### config.mk
export PLATFORM = sky130hd
export DESIGN_NAME = limbic_input_conditioner
export DESIGN_NICKNAME = d
export VERILOG_FILES = /design/src/rtl/limbic_pkg.sv /design/src/rtl/leaky_level_unit.sv /design/src/rtl/limbic_input_conditioner.sv
export SDC_FILE = /design/constraint.sdc
export NUM_CORES = 1
export LEC_CHECK = 0
export BUFFER_PORTS_ARGS = -buffer_cell sky130_fd_sc_hd__buf_4
export CAP_MARGIN = 5
export CORE_MARGIN = 2
export CORE_UTILIZATION = 50
export CTS_CLUSTER_SIZE = 14
export DETAILED_ROUTE_END_ITERATION = 10
export PLACE_DENSITY = 0.73
export REMOVE_ABC_BUFFERS = 1
export SYNTH_ARGS = -nofsm -noshare
export SYNTH_HDL_FRONTEND = slang
export SYNTH_SLANG_ARGS = --single-unit
### constraint.sdc
create_clock -name clk -period 6.2 [get_ports clk]
set_input_delay 0.62 -clock clk [delete_from_list [all_inputs] [get_ports clk]]
set_output_delay 0.62 -clock clk [all_outputs]
set_load 0.005 [all_outputs]
### src/rtl/limbic_pkg.sv
// Shared types for the limbic input conditioner: FSM states, channel tags and
// the 9-bit to 8-bit saturation helper.
package limbic_pkg;

    typedef enum logic [1:0] {
        IDLE  = 2'd0,
        ACCUM = 2'd1,
        DECAY = 2'd2,
        EMIT  = 2'd3
    } state_t;

    localparam logic CH_FEAR  = 1'b0;
    localparam logic CH_DOUBT = 1'b1;

    typedef struct packed {
        logic       sat;
        logic [7:0] val;
    } sat8_t;

    function automatic sat8_t sat8(input logic [8:0] v);
        sat8_t r;
        r.sat = v[8];
        r.val = v[8] ? 8'hFF : v[7:0];
        return r;
    endfunction

endpackage

### src/rtl/leaky_level_unit.sv
// Combinational leaky integrator step: level loses level>>DECAY_SHIFT, gains
// the window mean, and clamps at 255 with a flag when the 9-bit sum exceeds it.
module leaky_level_unit
    import limbic_pkg::*;
#(
    parameter int DECAY_SHIFT = 2
) (
    input  logic [7:0] level,
    input  logic [7:0] mean,
    output logic [7:0] nxt,
    output logic       sat
);

    logic [7:0] leak;
    logic [8:0] sum9;
    sat8_t      clamped;

    assign leak    = level >> DECAY_SHIFT;
    // level - leak never underflows, so the 9-bit sum is exact.
    assign sum9    = {1'b0, level} - {1'b0, leak} + {1'b0, mean};
    assign clamped = sat8(sum9);
    assign nxt     = clamped.val;
    assign sat     = clamped.sat;

endmodule

### src/rtl/limbic_input_conditioner.sv
// Windowed averaging front end for the fear/doubt inputs of the cognitive
// accelerator, with a leaky saturating level per channel.
//
//   state | meaning
//   IDLE  | waiting for first sample of a window, s_ready high
//   ACCUM | collecting samples until WIN_LEN have been accepted
//   DECAY | apply leak + mean to both levels, latch saturation
//   EMIT  | publish new levels, pulse out_valid, clear window
module limbic_input_conditioner
    import limbic_pkg::*;
#(
    parameter int WIN_LEN     = 8,
    parameter int DECAY_SHIFT = 2
) (
    input  logic        clk,
    input  logic        reset,
    input  logic        s_valid,
    output logic        s_ready,
    input  logic        s_chan,
    input  logic [7:0]  s_data,
    output logic [7:0]  fear,
    output logic [7:0]  doubt,
    output logic        out_valid,
    output logic        overflow,
    output logic [15:0] window_count
);

    localparam int LOG2_WIN = $clog2(WIN_LEN);
    localparam int ACC_W    = 8 + LOG2_WIN;
    localparam int CNT_W    = LOG2_WIN + 1;
    localparam logic [CNT_W-1:0] CNT_LAST = CNT_W'(WIN_LEN - 1);

    state_t           state;
    logic [CNT_W-1:0] cnt;
    logic [ACC_W-1:0] acc_f, acc_d;
    logic [7:0]       nxt_f, nxt_d;
    logic [7:0]       mean_f, mean_d;
    logic [7:0]       lu_f, lu_d;
    logic             sat_f, sat_d;
    logic             accept;

    assign accept = s_valid && s_ready;
    assign mean_f = 8'(acc_f >> LOG2_WIN);
    assign mean_d = 8'(acc_d >> LOG2_WIN);

    leaky_level_unit #(.DECAY_SHIFT(DECAY_SHIFT)) u_fear_level (
        .level (fear),
        .mean  (mean_f),
        .nxt   (lu_f),
        .sat   (sat_f)
    );

    leaky_level_unit #(.DECAY_SHIFT(DECAY_SHIFT)) u_doubt_level (
        .level (doubt),
        .mean  (mean_d),
        .nxt   (lu_d),
        .sat   (sat_d)
    );

    always_ff @(posedge clk or negedge reset) begin
        if (!reset) begin
            state        <= IDLE;
            s_ready      <= 1'b0;
            cnt          <= '0;
            acc_f        <= '0;
            acc_d        <= '0;
            nxt_f        <= 8'd0;
            nxt_d        <= 8'd0;
            fear         <= 8'd0;
            doubt        <= 8'd0;
            out_valid    <= 1'b0;
            overflow     <= 1'b0;
            window_count <= 16'd0;
        end else begin
            out_valid <= 1'b0;
            case (state)
                IDLE, ACCUM: begin
                    if (accept) begin
                        if (s_chan == CH_FEAR) acc_f <= acc_f + ACC_W'(s_data);
                        else                   acc_d <= acc_d + ACC_W'(s_data);
                        // s_ready drops with the last sample so DECAY/EMIT back-pressure.
                        if (cnt == CNT_LAST) begin
                            state   <= DECAY;
                            s_ready <= 1'b0;
                        end else begin
                            cnt     <= cnt + 1'b1;
                            state   <= ACCUM;
                            s_ready <= 1'b1;
                        end
                    end else begin
                        s_ready <= 1'b1;
                    end
                end
                DECAY: begin
                    nxt_f <= lu_f;
                    nxt_d <= lu_d;
                    if (sat_f || sat_d) overflow <= 1'b1;
                    state <= EMIT;
                end
                EMIT: begin
                    fear         <= nxt_f;
                    doubt        <= nxt_d;
                    out_valid    <= 1'b1;
                    window_count <= window_count + 16'd1;
                    acc_f        <= '0;
                    acc_d        <= '0;
                    cnt          <= '0;
                    s_ready      <= 1'b1;
                    state        <= IDLE;
                end
                default: state <= IDLE;
            endcase
        end
    end

endmodule

==> summary.md, run 1 <==
| Metric | Value |
|---|---|
| Status | completed |
| Worst path cell trace | inv_1 -> fa_1 -> inv_1 -> fa_1 -> a211oi_1 -> nor3_2 -> mux2i_1 -> a2111oi_4 -> a21oi_2 -> or2_1 |
| Period minus WS final | 3.34 ns |
| Final period utilization | 53.8% |
| CP Class | flip-flop to flip-flop |
| Levels on crit path | 10 |
| Die X | 103 µm |
| Die area | 10600 µm² |
| Synth area leaders | dfrtp_1 (41%), ha_1 (10%), fa_1 (5.7%) |
| Post-synth cell types | 46 |
| Layout Skew | 0.00863 ns |
| Fin area | about 5600 µm² |
| Fmax | 0.300 GHz |
| DRC viols | 0 |
| Register area share after synthesis | 40.5% |
| TritonCTS clock tree | done |
| PortBufs | 46 |
| Power Total | about 3.5 mW |
| Die height | between 100 and 150 µm |
| Fin util | 57.9% |
| Commonest non-fill, non-tap cell in the layout | dfrtp_1 |
| Final setup viols | 0 |
| Max-slew headroom | 32.9% |
| CTS Buffer Depth | 2 |
| Top delay family on crit path | compound AO/OA/AOI/OAI gates |
| ANT cells | 0 |
| Drt total wl | slightly above 10000 µm |
| #FFs+latches synth | 79 |
| Reg2reg setup slack | between 2 and 3 ns |
| Reg-to-Reg Start | fear[1] |
| Routability cong. | 0.870 |
| First-pass GRT wire length | between 15000 and 20000 µm |
| Vias in the first global route | 3768 |
| Hold-fix buffers, CTS | 0 |
| Syn Inst Count | around 530 |
| Worst setup path end | overflow |
| H-tree Lvls | 3 |
| PD cells | 636 nW/µm² |
| Core Rows | 36 |
| Static leakage | 2.72 nW |
| Worst r2r path cells | 10 |
| All-Layer GR Usage | 21.1% |
| FF-to-FF End | overflow |
| Max-Cap Viols | 0 |
| Core box area | a little under 10000 µm² |
| Placed Cells | 695 |
| Critical Path Fanout Max | 9 |
| Startpoint Class | flip-flop |
| Biggest area consumer among synthesized cells | dfrtp_1 |
| Clock Latency Late Sink | roughly 0.36 ns |
| Drt first pass iters | 4 |
| Via density | roughly 5.4 |
| Post-DP HPWL | 7540 µm |
| Slowest cell on crit path | a2111oi_4 |
| Final WS setup | around 2.9 ns |
| Post-synth EDFFs | 0 |
| Post-Syn Area per Cell | 9.28 µm² |
| Area Growth Syn to Fin | 14.3% |
| Most frequent cells in the layout | dfrtp_1 (79), inv_1 (65), nand2_1 (52), buf_4 (49), ha_1 (40) |
| HP Class | primary input to async pin |
| CTS root buf | clkbuf_8 |
| Area of the mapped netlist | 4880 µm² |
| Fin Setup TNS | 0 ns |
| Antenna viol nets, final | 0 |
| Cts repair resizes | 0 |
| Ratio of cells with drive above 1 in the final layout | between 10% and 20% |
| Peak supply drop | 0.000269 V |
| Slew Viols, Final | 0 |
| GRT Residual Overflow | 0 |
| Post-CTS Setup Inserts | 0 |
| Unrepaired setup endpoints after global routing | no |
| Via count | ~3800 |
| Largest net degree at the start of global routing | 80 |
| Setup crit start | fear[1] |
| Final-report hold violation count | 0 |
| Nets@finish | 639 |
| Main flop type after synthesis | dfrtp_1 |
| CP required | around 6.5 ns |
| Clock sink count | 79 |
| CP Buf/Inv Count | 2 |
| Worst-margin pin slew | 1.01 ns |
| CP endpoint kind | flip-flop |
| WP data arrival | ~3.6 ns |
| Initial antenna violation count | 0 |
| Max incr delay on CP | around 0.69 ns |
| DRT iter0 DRCs | 248 |
| Synth warn | 0 |
| Num CTS Buffers | 9 |
| Hold slack | 0.410 ns |
| Clk slew on worst S/H paths | around 0.090 ns |
| Starting density of the core | around half |
| Io pins | 47 |
| Share of the synthesized area in the top cell type | between 40% and 50% |
| Routed len/inst | about 15 µm |
| Non-filler cells, final | 711 |
| Placed cell area | 5370 µm² |
| Asr flop ratio synth | 100% |
| Dpl ws | 2.92 ns |
[final cells by class]
class                           count  area [µm²]
Clock buffer                       11         131
Fill cell                         884        4060
Sequential cell                    79        1980
Multi-Input combinational cell    368        2610
Clock inverter                      5        82.6
Timing Repair Buffer               49         368
Inverter                           66         248
Tap cell                          133         166
[cells in the mapped netlist (3+ instances only)]
master / instances
nand4_1: 3
o21a_1: 7
ha_1: 40
nand2_1: 52
o21ai_0: 37
a31oi_1: 12
xor2_1: 16
a21oi_1: 24
inv_1: 65
nand2b_1: 3
and3_1: 6
a21o_1: 6
xnor2_1: 18
clkbuf_1: 12
dfrtp_1: 79
fa_1: 14
o211ai_1: 6
nor2_1: 39
nand3_1: 31
mux2i_1: 3
nor2b_1: 9
o31ai_1: 11
nor3_1: 5
[routing by layer]
metal  GRT usage [%]  up-vias  wire length (µm)  share of wire (%)
li1                -     1879                 -                  -
met1            28.9     1862              4880                 47
met2            34.1       81              4870                 47
met3            3.86       15               417                4.0
met4            7.19        0               173                1.7
met5               0        -                 0                  0
[cells by family after synthesis]
kind of cell	after synthesis	share of synthesized area, %
buf+inv	79	6.08
mux	4	0.846
xor+xnor	34	6.10
simple gates	159	15.2
flops	79	40.5
fa+ha+maj	54	16.0
compound gates	117	15.3
[worst min path at each step]
stage / depth (start not counted) / endpoint / start
floorplan: 0 / acc_d[0] / reset
global placement: 2 / doubt[0] / nxt_d[0]
detailed placement: 1 / window_count[15] / window_count[15]
CTS: 1 / window_count[14] / reset
global route: 1 / window_count[15] / window_count[15]
finish: 1 / out_valid / reset
[state kept, by name, summed over array words and instances, names as in the netlist]
register,count
acc_f,11
state,2
window_count,16
doubt,8
out_valid,1
s_ready,1
acc_d,11
cnt,4
nxt_d,8
fear,8
nxt_f,8
overflow,1
[report_power, final]
group | internal (mW) | leakage [nW] | switching, mW | total (mW)
Combinational | 0.971 | 1.57 | 1.30 | 2.27
Clock | 0.228 | 0.107 | 0.201 | 0.429
Sequential | 0.690 | 1.04 | 0.159 | 0.848
Total | 1.89 | 2.72 | 1.66 | 3.55
Power figures use the tool's default switching activity.
==> inputs of run 2 (changes only) <==
==> constraint.sdc (replaced) <==
create_clock -name clk -period 3.43 [get_ports clk]
set_input_delay 0.343 -clock clk [delete_from_list [all_inputs] [get_ports clk]]
set_output_delay 0.343 -clock clk [all_outputs]
set_load 0.005 [all_outputs]
==> run 2 against run 1 <==
Compared with the run above:
- core utilization up 0.47 points
- critical path type unchanged
- total power rose by 84%
- count of clock-buffer cells in the layout fell by 1
- clock skew up 0.0034 ns
- largest power group unchanged
- largest cell class unchanged
- flip-flop and latch count unchanged
- register-to-register slack got worse by 2.5 ns
==> summary.md, run 2 (synthesis gave the netlist of run 1 again) <==
| Metric | Value |
|---|---|
| Status | completed |
| Routed len/inst | 14.2 µm (-2.2%) |
| Io pins | 47 (unchanged) |
| Commonest non-fill, non-tap cell in the layout | dfrtp_1 |
| Antenna viol nets, final | 0 (unchanged) |
| Final setup viols | 0 (unchanged) |
| Dpl ws | 0.346 ns (-2.57 ns) |
| DRT iter0 DRCs | 191 (-23%) |
| Worst path cell trace | inv_1 -> fa_1 -> inv_1 -> fa_1 -> a211oi_1 -> nor3_2 -> mux2i_1 -> a2111oi_4 -> buf_4 -> a21oi_2 -> or2_1 |
| Area Growth Syn to Fin | 15.3% |
| Worst-margin pin slew | 1.00 ns (-0.00544 ns) |
| CP required | 3.67 ns (-2.78 ns) |
| Critical Path Fanout Max | 8 (-1) |
| Slew Viols, Final | 0 (unchanged) |
| Final WS setup | 0.348 ns (-2.51 ns) |
| Clk slew on worst S/H paths | 0.08 ns (about the same) |
| Clock Latency Late Sink | 0.35 ns (about the same) |
| Static leakage | 2.75 nW (+1.0%) |
| Largest registers | window_count: 16 flops, acc_d: 11 flops, acc_f: 11 flops |
| Nets@finish | 642 (+0.47%) |
| DRC viols | 0 (unchanged) |
| Drt total wl | 10200 µm (-1.8%) |
| Post-DP HPWL | 7470 µm (-0.98%) |
| Hold-fix buffers, CTS | 0 (unchanged) |
| PD cells | 1160 nW/µm² (+83%) |
| Core Rows | 36 (unchanged) |
| Period minus WS final | 3.08 ns (-0.257 ns) |
| Die X | 103 µm (unchanged) |
| CP endpoint kind | flip-flop |
| CTS Buffer Depth | 2 (unchanged) |
| Max-Cap Viols | 0 (unchanged) |
| Fmax | 0.324 GHz (+8.3%) |
| TritonCTS clock tree | done |
| Startpoint Class | flip-flop |
| CTS root buf | clkbuf_8 |
| Top delay family on crit path | adder cells |
| All-Layer GR Usage | 21.1% (about the same) |
| Core box area | 9640 µm² (unchanged) |
| Top reg by flops | window_count |
| Max-slew headroom | 33.3% (+0.36 points) |
| Max incr delay on CP | 0.53 ns (-0.16 ns) |
| Starting density of the core | 50.6% (unchanged) |
| Die height | 103 µm (unchanged) |
| CP Class | flip-flop to flip-flop |
| Fin Setup TNS | 0 ns (unchanged) |
| Max FFs per register | 16 (unchanged) |
| Drt first pass iters | 4 (unchanged) |
| CP Buf/Inv Count | 3 (+1) |
| Clock sink count | 79 (unchanged) |
| Via count | 3809 (-0.73%) |
| Initial antenna violation count | 0 (unchanged) |
| Post-CTS Setup Inserts | 0 (unchanged) |
| Final-report hold violation count | 0 (unchanged) |
| PortBufs | 46 (unchanged) |
| Layout Skew | 0.0120 ns (+0.00339 ns) |
| Largest net degree at the start of global routing | 80 (unchanged) |
| Routability cong. | 0.848 (-2.6%) |
| Die area | 10600 µm² (unchanged) |
| Num CTS Buffers | 9 (unchanged) |
| Unrepaired setup endpoints after global routing | no |
| ANT cells | 0 (unchanged) |
| Ratio of cells with drive above 1 in the final layout | 12.6% (+0.63 points) |
| Cts repair resizes | 0 (unchanged) |
| WP data arrival | 3.32 ns (-0.27 ns) |
| HP Class | primary input to async pin |
| H-tree Lvls | 3 (unchanged) |
| GRT Residual Overflow | 0 (unchanged) |
| First-pass GRT wire length | 17500 µm (about the same) |
| Peak supply drop | 0.000522 V (+94%) |
| Final period utilization | 89.9% (+36 points) |
| Vias in the first global route | 3697 (-1.9%) |
| Via density | 5.33 (-1.1%) |
| Most frequent cells in the layout | dfrtp_1 (79), inv_1 (65), nand2_1 (52), buf_4 (52), ha_1 (40) |
| Slowest cell on crit path | fa_1 |
## run 2: area by class of cell
| cell class | count | area, µm² |
|---|---|---|
| Clock buffer | 10 | 128 |
| Inverter | 66 | 248 |
| Multi-Input combinational cell | 368 | 2610 |
| Timing Repair Buffer | 52 | 390 |
| Fill cell | 840 | 4020 |
| Tap cell | 133 | 166 |
| Sequential cell | 79 | 1980 |
| Clock inverter | 6 | 109 |
## run 2: worst paths after layout
path | start | end | slack [ns] | cells past startpoint
min in group clk | s_data[0] | acc_f[0] | 0.32 | 4
max in group asynchronous | reset | acc_f[7] | 2.63 | 1
hold / removal | reset | nxt_f[4] | 0.16 | 1
setup reg to reg | fear[1] | overflow | 0.35 | 11
hold reg to reg | window_count[15] | window_count[15] | 0.48 | 1
setup / recovery | fear[1] | overflow | 0.35 | 11
## run 2: per-stage QoR
stage	std cells	utilization, %	hold WS (ns)	power (mW)	cell area (µm²)
global route	714	58.3	0.257	7.25	5620
floorplan	513	-	0.0474	4.63	4830
finish	714	58.3	0.161	6.53	5620
CTS	714	58.3	0.204	6.54	5620
detailed placement	698	55.9	0.464	5.67	5390
global placement	698	55.9	0.453	5.52	5390
## run 2: metal layers
layer / GRT usage [%] / up-vias / routed length (µm)
met5: 0 / - / 0
met4: 7.79 / 0 / 174
met3: 3.25 / 12 / 484
met2: 33.0 / 90 / 4700
met1: 30.0 / 1818 / 4800
li1: - / 1889 / -
## run 2: power breakdown
part | switching (mW) | total, mW | internal, mW
Clock | 0.343 | 0.825 | 0.483
Sequential | 0.282 | 1.53 | 1.25
Combinational | 2.33 | 4.17 | 1.84
Total | 2.96 | 6.53 | 3.57
==> inputs of run 3 (changes only) <==
==> constraint.sdc (replaced) <==
create_clock -name clk -period 3.43 [get_ports clk]
set_input_delay 0 -clock clk [delete_from_list [all_inputs] [get_ports clk]]
set_output_delay 0 -clock clk [all_outputs]
set_load 0.005 [all_outputs]
==> run 3 against run 2 <==
Compared with the run above:
- worst hold slack got worse by 0.097 ns
- combinational power about the same
- maximum frequency decreased by 0.16%
- flip-flop and latch count unchanged
- cell count increased by 0.42%
==> summary.md, run 3 (synthesis gave the netlist of run 1 again) <==
| Metric | Value |
|---|---|
| Status | completed |
| WP data arrival | 3.32 ns (about the same) |
| CP endpoint kind | flip-flop |
| Worst path cell trace | inv_1 -> fa_1 -> inv_1 -> fa_1 -> a211oi_1 -> nor3_2 -> mux2i_1 -> a2111oi_4 -> buf_4 -> a21oi_2 -> or2_1 |
| Period minus WS final | 3.09 ns (+0.00504 ns) |
| CTS root buf | clkbuf_8 |
| Layout Skew | 0.0128 ns (+0.000778 ns) |
| Non-filler cells, final | 717 (+0.42%) |
| Ratio of cells with drive above 1 in the final layout | 12.5% (-0.065 points) |
| HP Class | primary input to flip-flop |
| PD cells | 1160 nW/µm² (-0.39%) |
| Largest net degree at the start of global routing | 80 (unchanged) |
| Unrepaired setup endpoints after global routing | no |
| Worst-margin pin slew | 1.02 ns (+0.0159 ns) |
| Core Rows | 36 (unchanged) |
| Clock Latency Late Sink | 0.35 ns (about the same) |
| Antenna viol nets, final | 0 (unchanged) |
| Power Total | 6.53 mW (+0.14%) |
| Critical Path Fanout Max | 8 (unchanged) |
| TritonCTS clock tree | done |
| Slew Viols, Final | 0 (unchanged) |
| Die height | 103 µm (unchanged) |
| Io pins | 47 (unchanged) |
| Static leakage | 2.76 nW (+0.38%) |
| Die area | 10600 µm² (unchanged) |
| Starting density of the core | 50.6% (unchanged) |
| Max-Cap Viols | 0 (unchanged) |
| Fmax | 0.324 GHz (-0.16%) |
| Clock sink count | 79 (unchanged) |
| Max-slew headroom | 32.2% (-1.1 points) |
| Peak supply drop | 0.000521 V (-0.13%) |
| Largest registers | window_count: 16 flops, acc_d: 11 flops, acc_f: 11 flops |
| PortBufs | 46 (unchanged) |
| Vias in the first global route | 3711 (+0.38%) |
| Die X | 103 µm (unchanged) |
| Slowest cell on crit path | fa_1 |
| Area Growth Syn to Fin | 15.9% |
| Hold slack | 0.0635 ns (-0.0974 ns) |
| Final setup viols | 0 (unchanged) |
| Core box area | 9640 µm² (unchanged) |
| Final-report hold violation count | 0 (unchanged) |
| Via count | 3829 (+0.53%) |
| CP Buf/Inv Count | 3 (unchanged) |
| Via density | 5.34 (+0.10%) |
| Clk slew on worst S/H paths | 0.08 ns (about the same) |
| GRT Residual Overflow | 0 (unchanged) |
| Top delay family on crit path | adder cells |
| Max FFs per register | 16 (unchanged) |
| Routability cong. | 0.848 (unchanged) |
| DRC viols | 0 (unchanged) |
| Final period utilization | 90.0% (+0.15 points) |
| Post-DP HPWL | 7470 µm (unchanged) |
| First-pass GRT wire length | 17500 µm (+0.23%) |
| DRT iter0 DRCs | 187 (-2.1%) |
| Initial antenna violation count | 0 (unchanged) |
| Startpoint Class | flip-flop |
| Max incr delay on CP | 0.53 ns (about the same) |
| CP Class | flip-flop to flip-flop |
| Top reg by flops | window_count |
| Most frequent cells in the layout | dfrtp_1 (79), inv_1 (65), nand2_1 (52), buf_4 (52), ha_1 (40) |
| Drt total wl | 10200 µm (+0.39%) |
| Commonest non-fill, non-tap cell in the layout | dfrtp_1 |
| ANT cells | 0 (unchanged) |
| Drt first pass iters | 4 (unchanged) |
| CP required | 3.67 ns (about the same) |
| H-tree Lvls | 3 (unchanged) |
| Routed len/inst | 14.2 µm (about the same) |
| CTS Buffer Depth | 2 (unchanged) |
| Fin Setup TNS | 0 ns (unchanged) |
| All-Layer GR Usage | 21.2% (+0.043 points) |
| Placed Cells | 698 (unchanged) |
| Nets@finish | 645 (+0.47%) |
| Num CTS Buffers | 9 (unchanged) |
[run 3: cell types whose count changed in the layout (fill, tap and decap cells not counted), sizes merged]
cell / before / now
dlygate4sd3: 0 / 3
[run 3: final timing paths]
kind | slack [ns] | cells after the start | start | end
min in group asynchronous | 0.38 | 2 | reset | out_valid
setup reg to reg | 0.34 | 11 | fear[1] | overflow
hold / removal | 0.06 | 4 | s_chan | acc_f[10]
max in group asynchronous | 2.41 | 2 | reset | fear[7]
setup / recovery | 0.34 | 11 | fear[1] | overflow
hold reg to reg | 0.48 | 1 | window_count[15] | window_count[15]
[run 3: what timing repair did]
item,4_1_cts,5_1_grt
endpoints found under the hold margin,81,0
gates resized for setup,0,0
setup buffers,0,0
hold buffers,3,0
[run 3: cell type report]
class                   instances  area [µm²]
multi-input cells             368        2610
clock buffers                  10         128
flip-flops and latches         79        1980
fillers                       838        3990
clock inverters                 6         109
well taps                     133         166
inverters                      66         248
repair buffers                 55         420
[run 3: worst register-to-register path: stages, from the launching register on]
cell       delay (ns)
dfrtp_1          0.35
inv_1            0.07
fa_1             0.53
inv_1            0.07
fa_1             0.47
a211oi_1         0.37
nor3_2           0.10
mux2i_1          0.16
a2111oi_4        0.35
buf_4            0.22
a21oi_2          0.07
or2_1            0.21
[run 3: power by group]
part,internal (mW),switching [mW]
logic,1.84,2.34
clock network,0.483,0.340
registers,1.25,0.284
total,3.57,2.96
[run 3: metrics by stage]
step	util (%)	area, µm²	setup slack [ns]
floorplan	-	4830	0.465
global placement	55.9	5390	0.400
detailed placement	55.9	5390	0.346
CTS	58.7	5650	0.329
global route	58.7	5650	0.0698
finish	58.7	5650	0.343
[run 3: layer usage]
layer | GRT usage [%] | routed length, µm | part of all wire, %
met1 | 30.0 | 4940 | 48
met2 | 33.2 | 4710 | 46
met3 | 3.25 | 363 | 3.6
met4 | 7.79 | 190 | 1.9
met5 | 0 | 0 | 0
